## config.mk

```make
export PLATFORM = sky130hd
export DESIGN_NAME = fwrisc_regfile_mp
export DESIGN_NICKNAME = d
export VERILOG_FILES = /design/src/rtl/fwrisc_regfile_pkg.sv /design/src/rtl/fwrisc_regfile_rdport.sv /design/src/rtl/fwrisc_regfile_mp.sv
export SDC_FILE = /design/constraint.sdc
export NUM_CORES = 2
export LEC_CHECK = 0
export BUFFER_PORTS_ARGS = -buffer_cell sky130_fd_sc_hd__clkbuf_2
export CAP_MARGIN = 20
export CELL_PAD_IN_SITES_DETAIL_PLACEMENT = 0
export CELL_PAD_IN_SITES_GLOBAL_PLACEMENT = 2
export CORE_UTILIZATION = 50
export DETAILED_ROUTE_END_ITERATION = 10
export PLACE_DENSITY = 0.79
export SLEW_MARGIN = 10
export SYNTH_ARGS = -nofsm -noshare
export SYNTH_HDL_FRONTEND = slang
export SYNTH_SLANG_ARGS = --single-unit
```

## constraint.sdc

```tcl
create_clock -name clock -period 5.1 [get_ports clock]
set_input_delay 0 -clock clock [delete_from_list [all_inputs] [get_ports clock]]
set_output_delay 0 -clock clock [all_outputs]
set_load 0.01 [all_outputs]
```

## src/rtl/fwrisc_regfile_pkg.sv

```systemverilog
// ----------------------------------------------------------------------------
// fwrisc_regfile_pkg
//
// Purpose : shared types and default parameter values for the multi-port
//           register file (fwrisc_regfile_mp) and its read-lane sub-module
//           (fwrisc_regfile_rdport).
//
// Contents:
//   DEFAULT_*          default values for the register file parameters
//   regfile_state_t    top-level controller state (INIT clears the array,
//                      RUN serves user traffic)
//   lane_src_t         per-lane selection of where the registered read data
//                      comes from after the read edge
// ----------------------------------------------------------------------------
package fwrisc_regfile_pkg;

  // Register width in bits.
  localparam int DEFAULT_DATA_W   = 32;
  // Address width; the array holds 2**ADDR_W entries.
  localparam int DEFAULT_ADDR_W   = 6;
  // Number of independent read ports (legal range 1..4).
  localparam int DEFAULT_N_RD     = 2;
  // Entry 0 is hard-wired to zero when non-zero.
  localparam int DEFAULT_ZERO_REG = 1;
  // Same-cycle write data is forwarded to matching reads when non-zero.
  localparam int DEFAULT_BYPASS   = 1;

  // Controller state. INIT walks the clear counter over every entry, RUN is
  // normal operation and is only left through reset.
  typedef enum logic {
    INIT = 1'b0,
    RUN  = 1'b1
  } regfile_state_t;

  // Which value a read lane presents during the cycle after its read edge.
  //   SRC_ZERO   : forced zero (INIT, reset, or the hard-wired zero entry)
  //   SRC_BYPASS : the write data captured at the read edge
  //   SRC_ARRAY  : the synchronous RAM read (content before the read edge)
  typedef enum logic [1:0] {
    SRC_ZERO   = 2'd0,
    SRC_BYPASS = 2'd1,
    SRC_ARRAY  = 2'd2
  } lane_src_t;

endpackage : fwrisc_regfile_pkg

```

## src/rtl/fwrisc_regfile_rdport.sv

```systemverilog
// ----------------------------------------------------------------------------
// fwrisc_regfile_rdport
//
// Purpose : one read lane of the register file. At each rising edge it
//           samples the lane's read address against the write port and
//           the controller state, and registers which value the lane must
//           show for the following cycle: zero, forwarded write data, or
//           the array content read at that same edge. The RAM read itself
//           stays in the top so the storage remains a plain block RAM.
//
// Ports:
//   clock        in  1       rising-edge clock
//   reset        in  1       synchronous active-high reset (lane -> 0)
//   run          in  1       controller is in RUN (user traffic allowed)
//   raddr        in  ADDR_W  lane read address
//   wen          in  1       user write enable
//   waddr        in  ADDR_W  user write address
//   wdata        in  DATA_W  user write data
//   array_rdata  in  DATA_W  registered RAM read of raddr from the same edge
//   rdata        out DATA_W  lane read data (1-cycle latency)
// ----------------------------------------------------------------------------
module fwrisc_regfile_rdport
  import fwrisc_regfile_pkg::*;
#(
  parameter int DATA_W   = DEFAULT_DATA_W,
  parameter int ADDR_W   = DEFAULT_ADDR_W,
  parameter int ZERO_REG = DEFAULT_ZERO_REG,
  parameter int BYPASS   = DEFAULT_BYPASS
) (
  input  logic              clock,
  input  logic              reset,
  input  logic              run,
  input  logic [ADDR_W-1:0] raddr,
  input  logic              wen,
  input  logic [ADDR_W-1:0] waddr,
  input  logic [DATA_W-1:0] wdata,
  input  logic [DATA_W-1:0] array_rdata,
  output logic [DATA_W-1:0] rdata
);

  lane_src_t         src_d;
  lane_src_t         src_q;
  logic [DATA_W-1:0] byp_q;

  // Priority of the lane source: INIT forces zero, then the zero entry,
  // then a same-cycle write to the same address, otherwise the array.
  // Writes are only honoured in RUN, so gating with run first also keeps
  // INIT from ever forwarding user data.
  always_comb begin
    src_d = SRC_ARRAY;
    if (!run) begin
      src_d = SRC_ZERO;
    end else if ((ZERO_REG != 0) && (raddr == '0)) begin
      src_d = SRC_ZERO;
    end else if ((BYPASS != 0) && wen && (waddr == raddr)) begin
      src_d = SRC_BYPASS;
    end
  end

  // Source select and forwarded data are the lane's output registers; the
  // forwarded data is only captured when it will actually be used.
  always_ff @(posedge clock) begin
    if (reset) begin
      src_q <= SRC_ZERO;
      byp_q <= '0;
    end else begin
      src_q <= src_d;
      if (src_d == SRC_BYPASS) begin
        byp_q <= wdata;
      end
    end
  end

  // Final lane mux, driven only by registers so the output is stable for
  // the whole cycle after the read edge.
  always_comb begin
    rdata = '0;
    case (src_q)
      SRC_BYPASS: rdata = byp_q;
      SRC_ARRAY:  rdata = array_rdata;
      default:    rdata = '0;
    endcase
  end

endmodule : fwrisc_regfile_rdport

```

## src/rtl/fwrisc_regfile_mp.sv

```systemverilog
// ----------------------------------------------------------------------------
// fwrisc_regfile_mp
//
// Purpose : multi-read-port register file with one write port. After reset
//           the controller sweeps every entry to zero (INIT), then raises
//           init_done and accepts user writes (RUN). Each read port has a
//           1-cycle registered latency, optional write-to-read forwarding
//           and an optional hard-wired zero entry.
//
// Ports:
//   clock     in  1             rising-edge clock
//   reset     in  1             synchronous active-high reset
//   rs_raddr  in  N_RD*ADDR_W   packed read addresses, lane i at [i*ADDR_W +: ADDR_W]
//   rs_rdata  out N_RD*DATA_W   packed read data, lane i at [i*DATA_W +: DATA_W]
//   rd_waddr  in  ADDR_W        write address
//   rd_wdata  in  DATA_W        write data
//   rd_wen    in  1             write enable (ignored during INIT)
//   init_done out 1             high once the array clear has completed
//
// N_RD is expected to lie in 1..4.
// ----------------------------------------------------------------------------
module fwrisc_regfile_mp
  import fwrisc_regfile_pkg::*;
#(
  parameter int DATA_W   = DEFAULT_DATA_W,
  parameter int ADDR_W   = DEFAULT_ADDR_W,
  parameter int N_RD     = DEFAULT_N_RD,
  parameter int ZERO_REG = DEFAULT_ZERO_REG,
  parameter int BYPASS   = DEFAULT_BYPASS
) (
  input  logic                   clock,
  input  logic                   reset,
  input  logic [N_RD*ADDR_W-1:0] rs_raddr,
  output logic [N_RD*DATA_W-1:0] rs_rdata,
  input  logic [ADDR_W-1:0]      rd_waddr,
  input  logic [DATA_W-1:0]      rd_wdata,
  input  logic                   rd_wen,
  output logic                   init_done
);

  localparam int DEPTH = 2 ** ADDR_W;

  regfile_state_t    state_q;
  regfile_state_t    state_d;
  logic [ADDR_W-1:0] clr_cnt;
  logic              clr_last;
  logic              run;

  logic              mem_wen;
  logic [ADDR_W-1:0] mem_waddr;
  logic [DATA_W-1:0] mem_wdata;

  // Storage has no reset so it maps onto block RAM; INIT clears it instead.
  logic [DATA_W-1:0] mem [DEPTH];

  // The clear counter is on the last entry of the array.
  assign clr_last = (clr_cnt == {ADDR_W{1'b1}});

  // State register and clear counter. The counter stops on the last entry
  // rather than wrapping, so RUN is never re-entered into INIT except by
  // reset.
  always_ff @(posedge clock) begin
    if (reset) begin
      state_q <= INIT;
      clr_cnt <= '0;
    end else begin
      state_q <= state_d;
      if ((state_q == INIT) && !clr_last) begin
        clr_cnt <= clr_cnt + 1'b1;
      end
    end
  end

  // Next-state logic: leave INIT on the edge that clears the last entry.
  always_comb begin
    state_d = state_q;
    case (state_q)
      INIT:    if (clr_last) state_d = RUN;
      RUN:     state_d = RUN;
      default: state_d = INIT;
    endcase
  end

  // Output logic: init_done follows RUN directly, and the single RAM write
  // port is shared between the clear sweep (INIT) and user writes (RUN).
  // Nothing is written on a reset edge; the following INIT sweep covers
  // the whole array anyway.
  always_comb begin
    run       = (state_q == RUN);
    init_done = run;
    mem_wen   = 1'b0;
    mem_waddr = clr_cnt;
    mem_wdata = '0;
    if (!reset) begin
      if (state_q == INIT) begin
        mem_wen = 1'b1;
      end else if (rd_wen && !((ZERO_REG != 0) && (rd_waddr == '0))) begin
        mem_wen   = 1'b1;
        mem_waddr = rd_waddr;
        mem_wdata = rd_wdata;
      end
    end
  end

  // Single RAM write port.
  always_ff @(posedge clock) begin
    if (mem_wen) begin
      mem[mem_waddr] <= mem_wdata;
    end
  end

  // One synchronous RAM read plus one lane controller per read port. The
  // RAM read samples the array before this edge's write, which gives the
  // read-before-write behaviour when forwarding is disabled.
  for (genvar i = 0; i < N_RD; i++) begin : g_rd
    logic [DATA_W-1:0] ram_q;

    always_ff @(posedge clock) begin
      ram_q <= mem[rs_raddr[i*ADDR_W +: ADDR_W]];
    end

    fwrisc_regfile_rdport #(
      .DATA_W   (DATA_W),
      .ADDR_W   (ADDR_W),
      .ZERO_REG (ZERO_REG),
      .BYPASS   (BYPASS)
    ) u_rdport (
      .clock       (clock),
      .reset       (reset),
      .run         (run),
      .raddr       (rs_raddr[i*ADDR_W +: ADDR_W]),
      .wen         (rd_wen),
      .waddr       (rd_waddr),
      .wdata       (rd_wdata),
      .array_rdata (ram_q),
      .rdata       (rs_rdata[i*DATA_W +: DATA_W])
    );
  end

endmodule : fwrisc_regfile_mp

```

# Word level (Yosys, flattened, before mapping)
# Memories as Yosys holds them, arrays and structs flattened. A register that Yosys moved wholly into a read port is not among the register bits.
# Cells that the tools add are included.
dict set report classes {
  eq_ne 9
  n_lt_le_gt_ge 0
  n_mux 21
  bitwise 1
  n_reduce_logical 9
  add_sub_neg 1
  shifts 0
  multipliers 0
  n_div 0
}
# op n
set op_table {}
lappend op_table {{one-hot mux 32 bit (2 select lines)} 2}
lappend op_table {{two-way mux 32 bit} 3}
lappend op_table {{logical NOT 6 bit} 3}
lappend op_table {{two-way mux 6 bit} 3}
lappend op_table {{equality test 6 bit} 2}
lappend op_table {{two-way mux 2 bit} 6}
lappend op_table {{equality test 2 x 1 -> 1 bit, second input constant} 4}
lappend op_table {{adder 6 x 1 -> 6 bit, second input constant} 1}
lappend op_table {{equality test 6 bit, second input constant} 1}
lappend op_table {{two-way mux 1 bit} 6}
lappend op_table {{equality test 2 bit, second input constant} 2}
lappend op_table {{logical AND 1 bit} 4}
lappend op_table {{logical NOT 1 bit} 2}
lappend op_table {{one-hot mux 1 bit (2 select lines)} 1}
lappend op_table {{inverter 1 bit} 1}
dict set report totals {
  rom_bits 0
  reg_bits 75
  ram_bits 2048
  output_inout_bits 65
  latch_bits 0
  n_memories 1
}
# memory depth width rd rd_ports_with_merged_regs write_ports line
set memory_table {}
lappend memory_table {mem 64 32 2 2 1 fwrisc_regfile_mp.sv:54} ;# logic [DATA_W-1:0] mem [DEPTH];

# Logic depth before layout (Yosys ltp)
dict set report logic_depth {
  ltp_word 8
  ltp_mapped 10
  depth_no_buf 5
}

# Hierarchy
# Synthesis repeated with hierarchy kept, for this count alone.
dict set report unflattened {
  cells_unflattened 5035
  hier_area_um2 100650.3
}
# mod cells_per_inst seq_area_each_um2 area_each_um2 n_inst
set modules_own_cells {}
lappend modules_own_cells {fwrisc_regfile_mp 4573 62920.3 96631.4 1}
lappend modules_own_cells {fwrisc_regfile_rdport 231 680.7 2009.4 2}

# Worst setup path before layout
# OpenSTA, ideal clock, no wires.
dict set report synth_path {
  kind {reg-to-reg}
  startpoint {register state_q (netlist: init_done)}
  endpoint {memory mem[33][0] in the netlist's numbering, enable pin}
  path_stages_with_launch 8
  slack_ps 1473
  n_path_buf 2
  t_arrival_ps 3205
  required_time_ps 4679
  cell_sequence {dfxtp_1 -> buf_2 -> nand2b_1 -> a211oi_2 -> buf_2 -> mux2i_1 -> nand2_1 -> nor2_1}
}
dict set report synth_via {
  elab_chain_len 4
}
# element line
set synth_rtl {}
lappend synth_rtl {{start: declaration} fwrisc_regfile_mp.sv:43} ;# regfile_state_t state_q;
lappend synth_rtl {{start signal: assignment} fwrisc_regfile_mp.sv:67} ;# state_q <= state_d;
lappend synth_rtl {{two-way mux 1 bit} fwrisc_regfile_mp.sv:95} ;# if (state_q == INIT) begin
lappend synth_rtl {{two-way mux 1 bit} fwrisc_regfile_mp.sv:94} ;# if (!reset) begin
lappend synth_rtl {{two-way mux 1 bit} fwrisc_regfile_mp.sv:107} ;# if (mem_wen) begin
lappend synth_rtl {{two-way mux 1 bit (not written as such)} fwrisc_regfile_mp.sv:108} ;# mem[mem_waddr] <= mem_wdata;
lappend synth_rtl {{end: declaration} fwrisc_regfile_mp.sv:54}
# Parallel ways exist; a longest one is shown, timed or not.

# Worst setup path after layout
dict set report layout_path {
  startpoint {register state_q (netlist: init_done)}
  endpoint {memory mem[40][12] in the netlist's numbering, enable pin}
}
# Same word-level chain as after synthesis.

==> impl_metrics.toml <==
[status]
status = "complete, no violations"

[global_route]
grt_max_degree = 91
grt_pass1_vias = 56200
antenna_found_initial = 21
grt_usage_pct = 31.0
grt_pass1_wl_um = 439000
grt_overflow = 0

[routing]
post_drt_wl_per_cell_um = 38.1
drtPass1Iterations = 5
highest_layer = "met5"
wl_met1_um = 123000
routed_wl_um = 313000
drt_iter0_markers = 8002
wl_met2_um = 144000
drt-vias-per-instance = 6.92
drc = 0
drtAntennaViolNets = 0
dr_wl_met3_um = 36900
vias = 56900

[timing]
worst_pin_slew_ps = 1210
period_share_pct = 77.6
slew_headroom_pct = 19.0
tns_ps = 0
skew_ps = 37.7
setup-violations-final = 0
worst_slack_ps = 1140
slew_viol_final = 0
hold_viol_final = 0
post-route-min-period_ps = 3960
rsz0062_at_grt = "no"
worst_hold_slack_ps = 21.5
fmax_ghz = 0.253

[layout]
areaGrowthSynthToFinish_pct = 12.7
drive_above_1_share_pct = 34.4
fin_nets = 5424
final_util_pct = 56.7

[setup_path]
max_stage_delay_ps = 700
crit_buf_inv = 2
worst_setup_path_end_kind = "flip-flop"
path_common_cell = "buf_4"
r2r_start = "init_done$_SDFF_PP0_"
reg2reg_to = "mem[40][12]$_DFFE_PP_"
worstPathRequired_ps = 5620
start_kind = "flip-flop"
cp_data_arrival_time_ps = 4480
ff2ff_setup_slack_ps = 1140
cp_top_family = "simple AND/OR/NAND/NOR gates"
slowest_stage = "nor2_4"
crit_chain = "nand2b_1 > a211oi_4 > buf_4 > mux2i_1 > nand4_1 > nor2_4 > buf_4"
cp_max_fo = 32
criticalPathCategory = "flip-flop to flip-flop"
r2r_cells = 7

[floorplan]
die_y_um = 450
die_w_um = 450
ios = 118
rows = 164
core_um2 = 200000
die_area_um2 = 203000
start_util_pct = 50.3

[worst_hold_path]
hp-class = "primary input to flip-flop"
hold_depth = 4
min_from = "rd_wdata[5]"
whs_endpoint = "g_rd[0].u_rdport.byp_q[5]$_SDFFE_PP0N_"

[logic_synthesis]
ys_seq_area_share_pct = 64.0
netlist_instances = 5111
ys_ff_latch = 2187
synth_edf_count = 2048
syn_area_per_cell_um2 = 19.6
ys.flop_type = "edfxtp_1"
synth_cell_types = 56
yosysWarnings = 0
synth_area_um2 = 100000
synthArstFlopShare_pct = 0
synth_nets = 5169

[clock_tree]
ctsResizeCount = 0
cts_hold_buffers = 73
htreeDepth = 4
clk_pin_slew_ps = 60
clockBufferDepth = 3
insertion_delay_ps = 880
cts.sinks = 2187
cts_root_buf = "clkbuf_16"
cts_setup_buffers = 0
cts_buffers = 220
tritoncts = "done"

[placed_design]
dpl_worst_slack_ps = 1320
port_buffers = 117
place.gp.congestion = 0.939
post-dp-hpwl_um = 202000

[power]
power.density_nw_per_um2 = 338
p_leak_nw = 39.5
ir_drop_mv = 0.383

[job]
maxCapViolations = 0
kinds of logic after synthesis:
logic type	share of synthesized area [%]
flops	64.0
mux	28.1
compound gates	3.50
simple gates	2.02
buf+inv	2.19
xor+xnor	0.148
fa+ha+maj	0.0623
cells in the final DEF, fill, tap and decap left out, drive strengths merged, types with 73 or more instances in the layout:
cell,netlist,final
buf,275,254
mux2,103,103
a22oi,108,108
nor2,247,247
dfxtp,139,139
a21oi,74,74
edfxtp,2048,2048
mux2i,425,425
dlygate4sd3,0,73
mux4,1011,1011
clkinv,1,105
clkbuf,128,376
worst reg2reg max path: stages, from the launching register on:
cell	delay (ps)
dfxtp_1	510
nand2b_1	190
a211oi_4	210
buf_4	390
mux2i_1	580
nand4_1	540
nor2_4	700
buf_4	450
sequential cells by signal, summed over array words and instances, names as in the netlist:
register,count
clr_cnt,6
g_rd.ram_q,64
g_rd.u_rdport.byp_q,64
g_rd.u_rdport.src_q,4
init_done,1
mem,2048
routing by layer:
layer,GRT usage (%),vias to the layer above
li1,-,22400
met1,44.3,30500
met2,46.8,3441
met3,8.51,501
met4,8.96,20
met5,0.734,-
how the worst max path moves through the flow:
stage                          from               endpoint  depth (start not counted)
4_1_cts        init_done$_SDFF_PP0_  mem[35][27]$_DFFE_PP_                          7
3_5_place_dp   init_done$_SDFF_PP0_  mem[35][25]$_DFFE_PP_                          7
2_1_floorplan  init_done$_SDFF_PP0_   mem[33][0]$_DFFE_PP_                          7
5_1_grt        init_done$_SDFF_PP0_  mem[43][13]$_DFFE_PP_                          7
3_3_place_gp   init_done$_SDFF_PP0_  mem[43][31]$_DFFE_PP_                          7
6_report       init_done$_SDFF_PP0_  mem[40][12]$_DFFE_PP_                          7
Yosys cell counts, drive strengths merged (4+ instances only):
cell / instances / area [µm²]
edfxtp: 2048 / 61500
mux4: 1011 / 22800
mux2i: 425 / 4250
buf: 275 / 1680
nor2: 247 / 927
dfxtp: 139 / 2780
clkbuf: 128 / 484
a22oi: 108 / 811
mux2: 103 / 1160
a21oi: 74 / 370
a221oi: 62 / 543
nand2: 62 / 233
o21ai: 62 / 310
o22ai: 59 / 369
o31ai: 41 / 308
a211oi: 40 / 305
and2: 39 / 244
a22o: 30 / 263
nand3: 29 / 145
nand2b: 17 / 106
nor2b: 16 / 100
xnor2: 12 / 105
nor3: 9 / 45.0
inv: 8 / 30.0
o211ai: 8 / 60.1
nand4: 6 / 37.5
ha: 5 / 62.6
or2: 5 / 31.3
xor2: 5 / 43.8
a21o: 4 / 30.0
nor4: 4 / 61.3
metrics by stage:
step	cell area, µm²	total power [mW]	std cells
floorplan	100000	21.4	5111
global placement	105000	22.4	7721
detailed placement	105000	22.4	7724
CTS	113000	38.4	8212
global route	113000	39.2	8216
finish	113000	38.3	8219
where the power goes:
group | switching (mW) | total [mW] | leakage, nW | internal (mW)
clock network | 7.00 | 16.2 | 3.48 | 9.19
registers | 0.116 | 19.6 | 22.9 | 19.4
logic | 1.54 | 2.55 | 13.1 | 1.00
total | 8.67 | 38.3 | 39.5 | 29.6
area by class of cell:
cell class | instances | area, µm²
Fill cell | 14800 | 86500
Sequential cell | 2187 | 64300
Multi-Input combinational cell | 2512 | 34500
Clock buffer | 267 | 5770
Timing Repair Buffer | 436 | 3830
Tap cell | 2656 | 3320
Clock inverter | 148 | 1400
Inverter | 9 | 33.8
Antenna cell | 4 | 10.0
No activity file was read; power rests on OpenSTA's default activity.
